`config.mk`:
```
export PLATFORM = sky130hd
export DESIGN_NAME = music_sequencer_multi
export DESIGN_NICKNAME = d
export VERILOG_FILES = /design/src/rtl/music_sequencer_multi_pkg.sv /design/src/rtl/music_sequencer_multi_tone_channel.sv /design/src/rtl/music_sequencer_multi.sv
export SDC_FILE = /design/constraint.sdc
export NUM_CORES = 2
export LEC_CHECK = 0
export CORE_MARGIN = 2
export CORE_UTILIZATION = 25
export DETAILED_ROUTE_END_ITERATION = 8
export PLACE_DENSITY_LB_ADDON = 0.3
export SETUP_SLACK_MARGIN = 0.1
export SLEW_MARGIN = 5
export SYNTH_ARGS = -nofsm -noshare
export SYNTH_HDL_FRONTEND = slang
export SYNTH_SLANG_ARGS = --single-unit
```
`constraint.sdc`:
```
create_clock -name clk -period 8.15 [get_ports clk]
set_clock_uncertainty 0.15 [all_clocks]
set_input_delay 0.815 -clock clk [delete_from_list [all_inputs] [get_ports clk]]
set_output_delay 0.815 -clock clk [all_outputs]
set_load 0.05 [all_outputs]
```
`src/rtl/music_sequencer_multi_pkg.sv`:
```
// Shared types and default widths for the multi-voice music sequencer.
// Latency: n/a (types only).
// Backpressure: n/a.
package music_pkg;

    localparam int NUM_CH_DEF   = 2;
    localparam int TICK_W_DEF   = 16;
    localparam int PERIOD_W_DEF = 16;
    localparam int DUR_W_DEF    = 12;
    localparam int DEPTH_DEF    = 32;

    // One note-table entry: half-period in clk cycles (0 = rest), duration in ms (0 = end marker)
    typedef struct packed {
        logic [PERIOD_W_DEF-1:0] period;
        logic [DUR_W_DEF-1:0]    dur;
    } note_t;

    // Global sequencer state
    typedef enum logic [1:0] {
        IDLE,
        LOAD,
        PLAY
    } seq_state_e;

    // Per-voice phase: READ presents a new index to the RAM, LOAD consumes the read data
    typedef enum logic [2:0] {
        CH_OFF,
        CH_READ,
        CH_LOAD,
        CH_NOTE,
        CH_DONE
    } ch_state_e;

endpackage

```
`src/rtl/music_sequencer_multi_tone_channel.sv`:
```
// One voice: walks its note table, counts note length in ms ticks and generates the square wave.
// Latency: RAM data is consumed in the load cycle; first rising edge comes P cycles after that load cycle.
// Backpressure: none; free-runs on ms_tick_i and raises finished_o once its sequence ends.
module tone_channel
    import music_pkg::*;
#(
    parameter int PERIOD_W = PERIOD_W_DEF,
    parameter int DUR_W    = DUR_W_DEF,
    parameter int DEPTH    = DEPTH_DEF,
    localparam int IDX_W   = $clog2(DEPTH)
) (
    input  logic                clk,
    input  logic                rst,
    input  logic                clr_i,
    input  logic                go_i,
    input  logic                ms_tick_i,
    input  logic                loop_en_i,
    input  logic [PERIOD_W-1:0] rd_period_i,
    input  logic [DUR_W-1:0]    rd_dur_i,
    output logic [IDX_W-1:0]    rd_addr_o,
    output logic                sound_o,
    output logic                finished_o
);

    ch_state_e           ph_q, ph_d;
    logic [IDX_W-1:0]    idx_q, idx_d;
    logic [DUR_W-1:0]    dur_q, dur_d;
    logic [PERIOD_W-1:0] per_q, per_d;
    logic [PERIOD_W-1:0] tone_q, tone_d;
    logic                snd_q, snd_d;

    // Next-state: sequencing through the table, duration countdown and tone toggling
    always_comb begin
        ph_d   = ph_q;
        idx_d  = idx_q;
        dur_d  = dur_q;
        per_d  = per_q;
        tone_d = tone_q;
        snd_d  = snd_q;
        if (clr_i) begin
            ph_d   = CH_OFF;
            idx_d  = '0;
            dur_d  = '0;
            per_d  = '0;
            tone_d = '0;
            snd_d  = 1'b0;
        end else if (go_i) begin
            // global LOAD cycle reads index 0; its data arrives next cycle
            ph_d  = CH_LOAD;
            idx_d = '0;
            snd_d = 1'b0;
        end else begin
            unique case (ph_q)
                CH_READ: ph_d = CH_LOAD;
                CH_LOAD: begin
                    tone_d = '0;
                    snd_d  = 1'b0;
                    if (rd_dur_i == '0) begin
                        // an end marker at index 0 can never loop, so it always finishes
                        if (idx_q != '0 && loop_en_i) begin
                            idx_d = '0;
                            ph_d  = CH_READ;
                        end else begin
                            ph_d = CH_DONE;
                        end
                    end else begin
                        per_d = rd_period_i;
                        dur_d = rd_dur_i;
                        ph_d  = CH_NOTE;
                        // the load cycle itself is the first low cycle of the half-period
                        if (rd_period_i == PERIOD_W'(1)) begin
                            snd_d = 1'b1;
                        end else if (rd_period_i != '0) begin
                            tone_d = PERIOD_W'(1);
                        end
                    end
                end
                CH_NOTE: begin
                    if (per_q != '0) begin
                        if (tone_q == per_q - PERIOD_W'(1)) begin
                            tone_d = '0;
                            snd_d  = ~snd_q;
                        end else begin
                            tone_d = tone_q + PERIOD_W'(1);
                        end
                    end
                    if (ms_tick_i) begin
                        if (dur_q == DUR_W'(1)) begin
                            snd_d  = 1'b0;
                            tone_d = '0;
                            if (idx_q == IDX_W'(DEPTH - 1)) begin
                                if (loop_en_i) begin
                                    idx_d = '0;
                                    ph_d  = CH_READ;
                                end else begin
                                    ph_d = CH_DONE;
                                end
                            end else begin
                                idx_d = idx_q + IDX_W'(1);
                                ph_d  = CH_READ;
                            end
                        end else begin
                            dur_d = dur_q - DUR_W'(1);
                        end
                    end
                end
                default: ;
            endcase
        end
    end

    // State registers
    always_ff @(posedge clk) begin
        if (rst) begin
            ph_q   <= CH_OFF;
            idx_q  <= '0;
            dur_q  <= '0;
            per_q  <= '0;
            tone_q <= '0;
            snd_q  <= 1'b0;
        end else begin
            ph_q   <= ph_d;
            idx_q  <= idx_d;
            dur_q  <= dur_d;
            per_q  <= per_d;
            tone_q <= tone_d;
            snd_q  <= snd_d;
        end
    end

    assign rd_addr_o  = idx_q;
    assign sound_o    = snd_q;
    assign finished_o = (ph_q == CH_DONE);

endmodule

```
`src/rtl/music_sequencer_multi.sv`:
```
// Multi-voice note sequencer: per-channel note RAMs, ms divider, global FSM, sigma-delta mixer, LED status.
// Latency: start at cycle t -> LOAD at t+1, PLAY at t+2, first sound rise at t+2+P.
// Backpressure: none; table writes are accepted in every state.
module music_sequencer_multi
    import music_pkg::*;
#(
    parameter int NUM_CH   = NUM_CH_DEF,
    parameter int TICK_W   = TICK_W_DEF,
    parameter int PERIOD_W = PERIOD_W_DEF,
    parameter int DUR_W    = DUR_W_DEF,
    parameter int DEPTH    = DEPTH_DEF,
    localparam int CH_W    = (NUM_CH > 1) ? $clog2(NUM_CH) : 1,
    localparam int IDX_W   = $clog2(DEPTH)
) (
    input  logic                clk,
    input  logic                rst,
    input  logic [TICK_W-1:0]   ticks_per_milli,
    input  logic                start,
    input  logic                stop,
    input  logic                loop_en,
    input  logic                wr_en,
    input  logic [CH_W-1:0]     wr_ch,
    input  logic [IDX_W-1:0]    wr_addr,
    input  logic [PERIOD_W-1:0] wr_period,
    input  logic [DUR_W-1:0]    wr_dur,
    output logic [NUM_CH-1:0]   sound,
    output logic                mix,
    output logic                busy,
    output logic                done,
    output logic [7:0]          led
);

    localparam int ENT_W = PERIOD_W + DUR_W;
    localparam int ACC_W = $clog2(NUM_CH) + 1;
    localparam int LED_W = (IDX_W < 7) ? IDX_W : 7;

    seq_state_e        state_q, state_d;
    logic              seq_clr;
    logic              ms_tick;
    logic [TICK_W-1:0] tick_cnt_q, tick_cnt_d, tick_lim;
    logic [ACC_W-1:0]  acc_q, acc_d;
    logic [ACC_W:0]    pop, sum;
    logic              mix_q, mix_d;
    logic [NUM_CH-1:0] snd, fin;
    logic [IDX_W-1:0]  ch_idx [NUM_CH];

    // Global FSM next state; stop outranks start, both clear every voice
    always_comb begin
        state_d = state_q;
        seq_clr = 1'b0;
        done    = 1'b0;
        if (stop) begin
            state_d = IDLE;
            seq_clr = 1'b1;
        end else if (start) begin
            state_d = LOAD;
            seq_clr = 1'b1;
        end else begin
            unique case (state_q)
                LOAD: state_d = PLAY;
                PLAY: begin
                    if (&fin) begin
                        state_d = IDLE;
                        done    = 1'b1;
                    end
                end
                default: ;
            endcase
        end
    end

    // Global FSM state register
    always_ff @(posedge clk) begin
        if (rst) state_q <= IDLE;
        else     state_q <= state_d;
    end

    assign busy = (state_q != IDLE);

    // ms divider: 0 and 1 both mean one cycle per ms; the limit is re-read every cycle
    always_comb begin
        tick_lim = (ticks_per_milli == '0) ? '0 : ticks_per_milli - TICK_W'(1);
        ms_tick  = busy && (tick_cnt_q == tick_lim);
        if (seq_clr)      tick_cnt_d = '0;
        else if (!busy)   tick_cnt_d = tick_cnt_q;
        else if (ms_tick) tick_cnt_d = '0;
        else              tick_cnt_d = tick_cnt_q + TICK_W'(1);
    end

    // ms divider register
    always_ff @(posedge clk) begin
        if (rst) tick_cnt_q <= '0;
        else     tick_cnt_q <= tick_cnt_d;
    end

    for (genvar c = 0; c < NUM_CH; c++) begin : g_ch
        logic [ENT_W-1:0] ram_q [DEPTH];
        logic [ENT_W-1:0] rd_q;

        // Note table: demuxed write port and synchronous read of the voice's current index
        always_ff @(posedge clk) begin
            if (wr_en && wr_ch == CH_W'(c)) ram_q[wr_addr] <= {wr_period, wr_dur};
            rd_q <= ram_q[ch_idx[c]];
        end

        tone_channel #(
            .PERIOD_W (PERIOD_W),
            .DUR_W    (DUR_W),
            .DEPTH    (DEPTH)
        ) u_voice (
            .clk         (clk),
            .rst         (rst),
            .clr_i       (seq_clr),
            .go_i        (state_q == LOAD),
            .ms_tick_i   (ms_tick),
            .loop_en_i   (loop_en),
            .rd_period_i (rd_q[ENT_W-1:DUR_W]),
            .rd_dur_i    (rd_q[DUR_W-1:0]),
            .rd_addr_o   (ch_idx[c]),
            .sound_o     (snd[c]),
            .finished_o  (fin[c])
        );
    end

    // First-order sigma-delta: density of mix equals average fraction of voices high
    always_comb begin
        pop = '0;
        for (int c = 0; c < NUM_CH; c++) pop = pop + (ACC_W+1)'(snd[c]);
        sum = {1'b0, acc_q} + pop;
        if (sum >= (ACC_W+1)'(NUM_CH)) begin
            mix_d = 1'b1;
            acc_d = ACC_W'(sum - (ACC_W+1)'(NUM_CH));
        end else begin
            mix_d = 1'b0;
            acc_d = ACC_W'(sum);
        end
        if (stop) begin
            mix_d = 1'b0;
            acc_d = '0;
        end
    end

    // Mixer registers
    always_ff @(posedge clk) begin
        if (rst) begin
            acc_q <= '0;
            mix_q <= 1'b0;
        end else begin
            acc_q <= acc_d;
            mix_q <= mix_d;
        end
    end

    assign sound = snd;
    assign mix   = mix_q;
    assign led   = {busy, 7'(ch_idx[0][LED_W-1:0])};

endmodule

```
==> impl_summary.md <==
Status
The flow ran to the end, and the final reports show no timing, DRC or antenna violations.

STA
The final hold violation count is 0. The number of max-slew violations in the final report was 0. The fmax is 0.186 GHz. The worst path in the final design needs a cycle of 5.36 ns, including I/O delays and setup.

Setup repair after global routing left no endpoint under its margin. Setup violations remaining at the end of the flow were counted as 0. For the pin with the worst max-slew slack, the measured transition is 1.28 ns.

The setup TNS is 0 ns. The worst-case headroom to the max-slew limit is 0.142. Of the available clock period, the critical path in the final layout requires 0.658.

Setup path
The worst flop-to-flop path startpoint is g_ch[1].u_voice.per_q[0]$_SDFFE_PP0P_. The class of the most critical setup path is primary input to register. The slowest stage of the critical path is the sky130_fd_sc_hd__a2111oi_4 cell.

STA classifies the critical path endpoint as a register. Walking the worst path, the cells encountered are clkdlybuf4s50_1 -> inv_1 -> ha_1 -> nor3b_1 -> nand4_1 -> xnor3_1 -> or4b_2 -> o311a_1 -> a2111oi_4 -> a211oi_2 -> nand2_1 -> o22ai_1. The worst stage delay on the critical path is 0.96 ns. The beginning of the critical path is ticks_per_milli[0]. The critical path required time is 8.68 ns. The worst setup path is launched from a primary input. The data arrival time of the critical path is just under 6 ns. The highest net fanout along the worst path is 19.

Global route
Entering global routing, the biggest net connects 130 pins. The global-route wire length before repair is slightly below 300,000 µm. The number of antenna violations at the first check in global routing is 27. The number of global-route vias before repair is between 40,000 and 50,000. Summed over all layers, the global routing overflow is 0. Across every metal layer, demand over resource in global routing totals 0.128.

Clocking
The CTS tree is done. At the later pin of the worst-skew pair, clock insertion delay measures 0.86 ns. The total CTS buffers is 203. After clock tree synthesis, the setup repair step added 0 buffers. The maximum number of buffers from clock root to sink is 3. The clock transition time at the flip-flop clock pins of the worst setup and hold paths is 0.06 ns.

The H-tree generated during clock tree synthesis spans 4 levels. The CTS sink count is between 1,500 and 2,000. The tree is rooted in a sky130_fd_sc_hd__clkbuf_16. The count of hold-fix buffers inserted at cts is 0. The post-cts repair resize count is 0.

Detailed routing
The routed design has 205,000 µm of wire. The number of remaining DRC errors is 0. The detailed-route via count is 38,800. The number of detailed-routing iterations run before antenna repair is 5. The via density per instance is 4.63. The iteration-0 DRC count of the detailed router is 3,858. In this run the remaining antenna-violating nets after routing total 0. After detailed routing, the average wire length per cell comes to around 24 µm.

Synth
The xor and xnor area share after synthesis is 0.00839. After synthesis, the largest family of logic cells by area is multiplexers. The synthesized-area fraction occupied by ao, oa, aoi and oai cells is 0.0235. Counting flops and latches in the post-synthesis netlist gives 1,975.

The share of flip-flops with an asynchronous set or reset is 0. After technology mapping, the gate count stands at 3,901. The simple logic cell fraction of the synthesized area is 0.0423. For this run, the leading register cell type out of synthesis is sky130_fd_sc_hd__edfxtp_1.

The synthesized area per cell is 20.0 µm². The multiplexer area fraction after synthesis is 0.172. The synthesized area is 78,000 µm². During synthesis, Yosys emitted a total of 0 warnings. The proportion of synthesized chip area in sequential cells is 0.737. The adder-cell share of the synthesized area is 0.00315. The synthesized design contains between 1,500 and 2,000 enable-type register cells. The distinct cell type count after synthesis is between 80 and 90.

Place
Port buffering added 66 buffers. The final weighted congestion of routability-driven global placement is slightly below 0.8. The HPWL after detailed placement is 110,000 µm.

Floorplan
The core region is 311,000 µm². The effective utilization at floorplan is 0.251. The die outline width is 562 µm. The die extent in y is 562 µm.

The initialized floorplan defines roughly 210 standard-cell rows. The boundary pin count is 69. The floorplan die area is 316,000 µm².

Min path
The hold path startpoint is g_ch[0].rd_q[16]$_DFF_P_. The min-delay analysis places its worst path in the category register to register.

Flow run
Max-cap violations in this run came to 0.

Power and ir drop
In this run the static leakage power is ~0.027 µW. The worst-case vdd ir drop is 0.251 mV. Power spread over the standard cell area amounts to 229 nW/µm².

Layout
Relative to the synthesized area, the layout overhead comes to 16.7%. The number of nets in the final layout is approximately 4,100. In the final layout, the share of cells above drive strength 1 is 0.277.

Once layout is complete, the utilization of the core stands at 0.292. The total of fill cells in the finished design is 30,200.
critical path, delay by kind of cell:
family	cells	cell delay, ns
AO/OA/AOI/OAI	4	1.78
adder cells (fa/ha/maj)	1	0.19
XOR/XNOR	1	0.25
buffers and inverters	2	0.63
AND/OR/NAND/NOR	4	2.20
final timing paths:
path / endpoint / cells after the start / slack, ns
setup / recovery: g_ch[1].u_voice.tone_q[5]$_SDFFE_PP0P_ / 12 / 2.79
hold / removal: g_ch[0].u_voice.per_q[4]$_SDFFE_PP0P_ / 2 / 0.30
setup reg to reg: g_ch[1].u_voice.tone_q[5]$_SDFFE_PP0P_ / 11 / 3.79
hold reg to reg: g_ch[0].u_voice.per_q[4]$_SDFFE_PP0P_ / 2 / 0.30
power breakdown:
part           switching, µW  leakage [µW]  internal (µW)
clock                   3990       0.00330           5360
sequential              15.8        0.0176          11100
combinational            275       0.00564           71.5
total                   4280        0.0266          16500
metrics by stage:
stage | total power, µW | setup slack, ns | std cells | area [µm²] | hold WS (ns)
finish | 20800 | 2.79 | 8391 | 90900 | 0.298
global placement | 11700 | 2.09 | 8005 | 84200 | 0.303
detailed placement | 11700 | 2.05 | 8005 | 84200 | 0.300
CTS | 21100 | 2.95 | 8388 | 90900 | 0.309
floorplan | 11400 | 3.82 | 3902 | 78000 | 0.282
global route | 21400 | 2.50 | 8389 | 90900 | 0.331
synthesized netlist by cell type, types with 18 or more instances:
cell,n,area [µm²]
sky130_fd_sc_hd__edfxtp_1,1792,53800
sky130_fd_sc_hd__mux4_2,560,12600
sky130_fd_sc_hd__nand2_1,199,747
sky130_fd_sc_hd__dfxtp_1,183,3660
sky130_fd_sc_hd__clkbuf_1,156,586
sky130_fd_sc_hd__nor2_1,150,563
sky130_fd_sc_hd__a21oi_1,86,430
sky130_fd_sc_hd__mux2_2,57,642
sky130_fd_sc_hd__nand3_1,54,270
sky130_fd_sc_hd__buf_1,46,173
sky130_fd_sc_hd__xnor2_1,44,385
sky130_fd_sc_hd__o21ai_0,40,200
sky130_fd_sc_hd__inv_1,38,143
sky130_fd_sc_hd__nor4_1,38,238
sky130_fd_sc_hd__nor3_1,36,180
sky130_fd_sc_hd__nand4_1,34,213
sky130_fd_sc_hd__a31oi_1,27,169
sky130_fd_sc_hd__or3_1,27,169
sky130_fd_sc_hd__xor2_1,25,219
sky130_fd_sc_hd__and3_1,24,150
sky130_fd_sc_hd__o22ai_1,22,138
sky130_fd_sc_hd__ha_1,18,225
state kept, by name, summed over array words and instances, names as in the netlist, 6 cells and up:
register                flops
g_ch.u_voice.dur_q         24
g_ch.ram_q               1792
g_ch.u_voice.rd_addr_o     10
g_ch.u_voice.ph_q           6
g_ch.u_voice.tone_q        32
g_ch.rd_q                  56
g_ch.u_voice.per_q         32
tick_cnt_q                 16
final cells by class:
| cell class | count | area [µm²] | area share |
|---|---|---|---|
| multi-input combinational | 1666 | 19900 | 0.219 |
| clock buffer | 252 | 5410 | 0.0594 |
| timing repair buffer | 186 | 1470 | 0.0162 |
| tap | 4140 | 5180 | 0.0570 |
| antenna | 3 | 7.51 | 0.0000825 |
| sequential | 1975 | 57500 | 0.632 |
| inverter | 38 | 143 | 0.00157 |
| clock inverter | 131 | 1320 | 0.0145 |
routing by layer:
layer | up-vias | share of wire | global-route usage | routed length, µm
li1 | 16500 | - | - | -
met1 | 21000 | 0.43 | 0.170 | 88900
met2 | 1059 | 0.50 | 0.221 | 102000
met3 | 266 | 0.047 | 0.0186 | 9630
met4 | 2 | 0.017 | 0.0273 | 3560
met5 | - | 0.000064 | 0 | 13
layout by cell type, fill, tap and decap left out, types with 37 or more instances in the layout:
cell,Yosys,layout
sky130_fd_sc_hd__xnor2_1,44,44
sky130_fd_sc_hd__buf_4,10,116
sky130_fd_sc_hd__dfxtp_1,183,173
sky130_fd_sc_hd__clkbuf_16,0,205
sky130_fd_sc_hd__mux4_2,560,560
sky130_fd_sc_hd__clkinv_1,0,46
sky130_fd_sc_hd__nand2_1,199,199
sky130_fd_sc_hd__inv_1,38,38
sky130_fd_sc_hd__a21oi_1,86,86
sky130_fd_sc_hd__clkdlybuf4s50_1,0,38
sky130_fd_sc_hd__nor4_1,38,38
sky130_fd_sc_hd__clkbuf_1,156,37
sky130_fd_sc_hd__edfxtp_1,1792,1792
sky130_fd_sc_hd__clkinv_2,0,46
sky130_fd_sc_hd__nand3_1,54,54
sky130_fd_sc_hd__nor2_1,150,86
sky130_fd_sc_hd__nor2_4,0,64
sky130_fd_sc_hd__o21ai_0,40,40
sky130_fd_sc_hd__mux2_2,57,57
kinds of logic (layout without fill, tap and decap cells):
family	count (synthesis)	in the layout
xor+xnor	71	71
flops	1975	1975
buf+inv	261	607
compound gates	279	279
other cells	1	5
fa+ha+maj	19	19
mux	630	630
simple gates	665	665
Note: power is estimated with default switching activity, not from simulation.
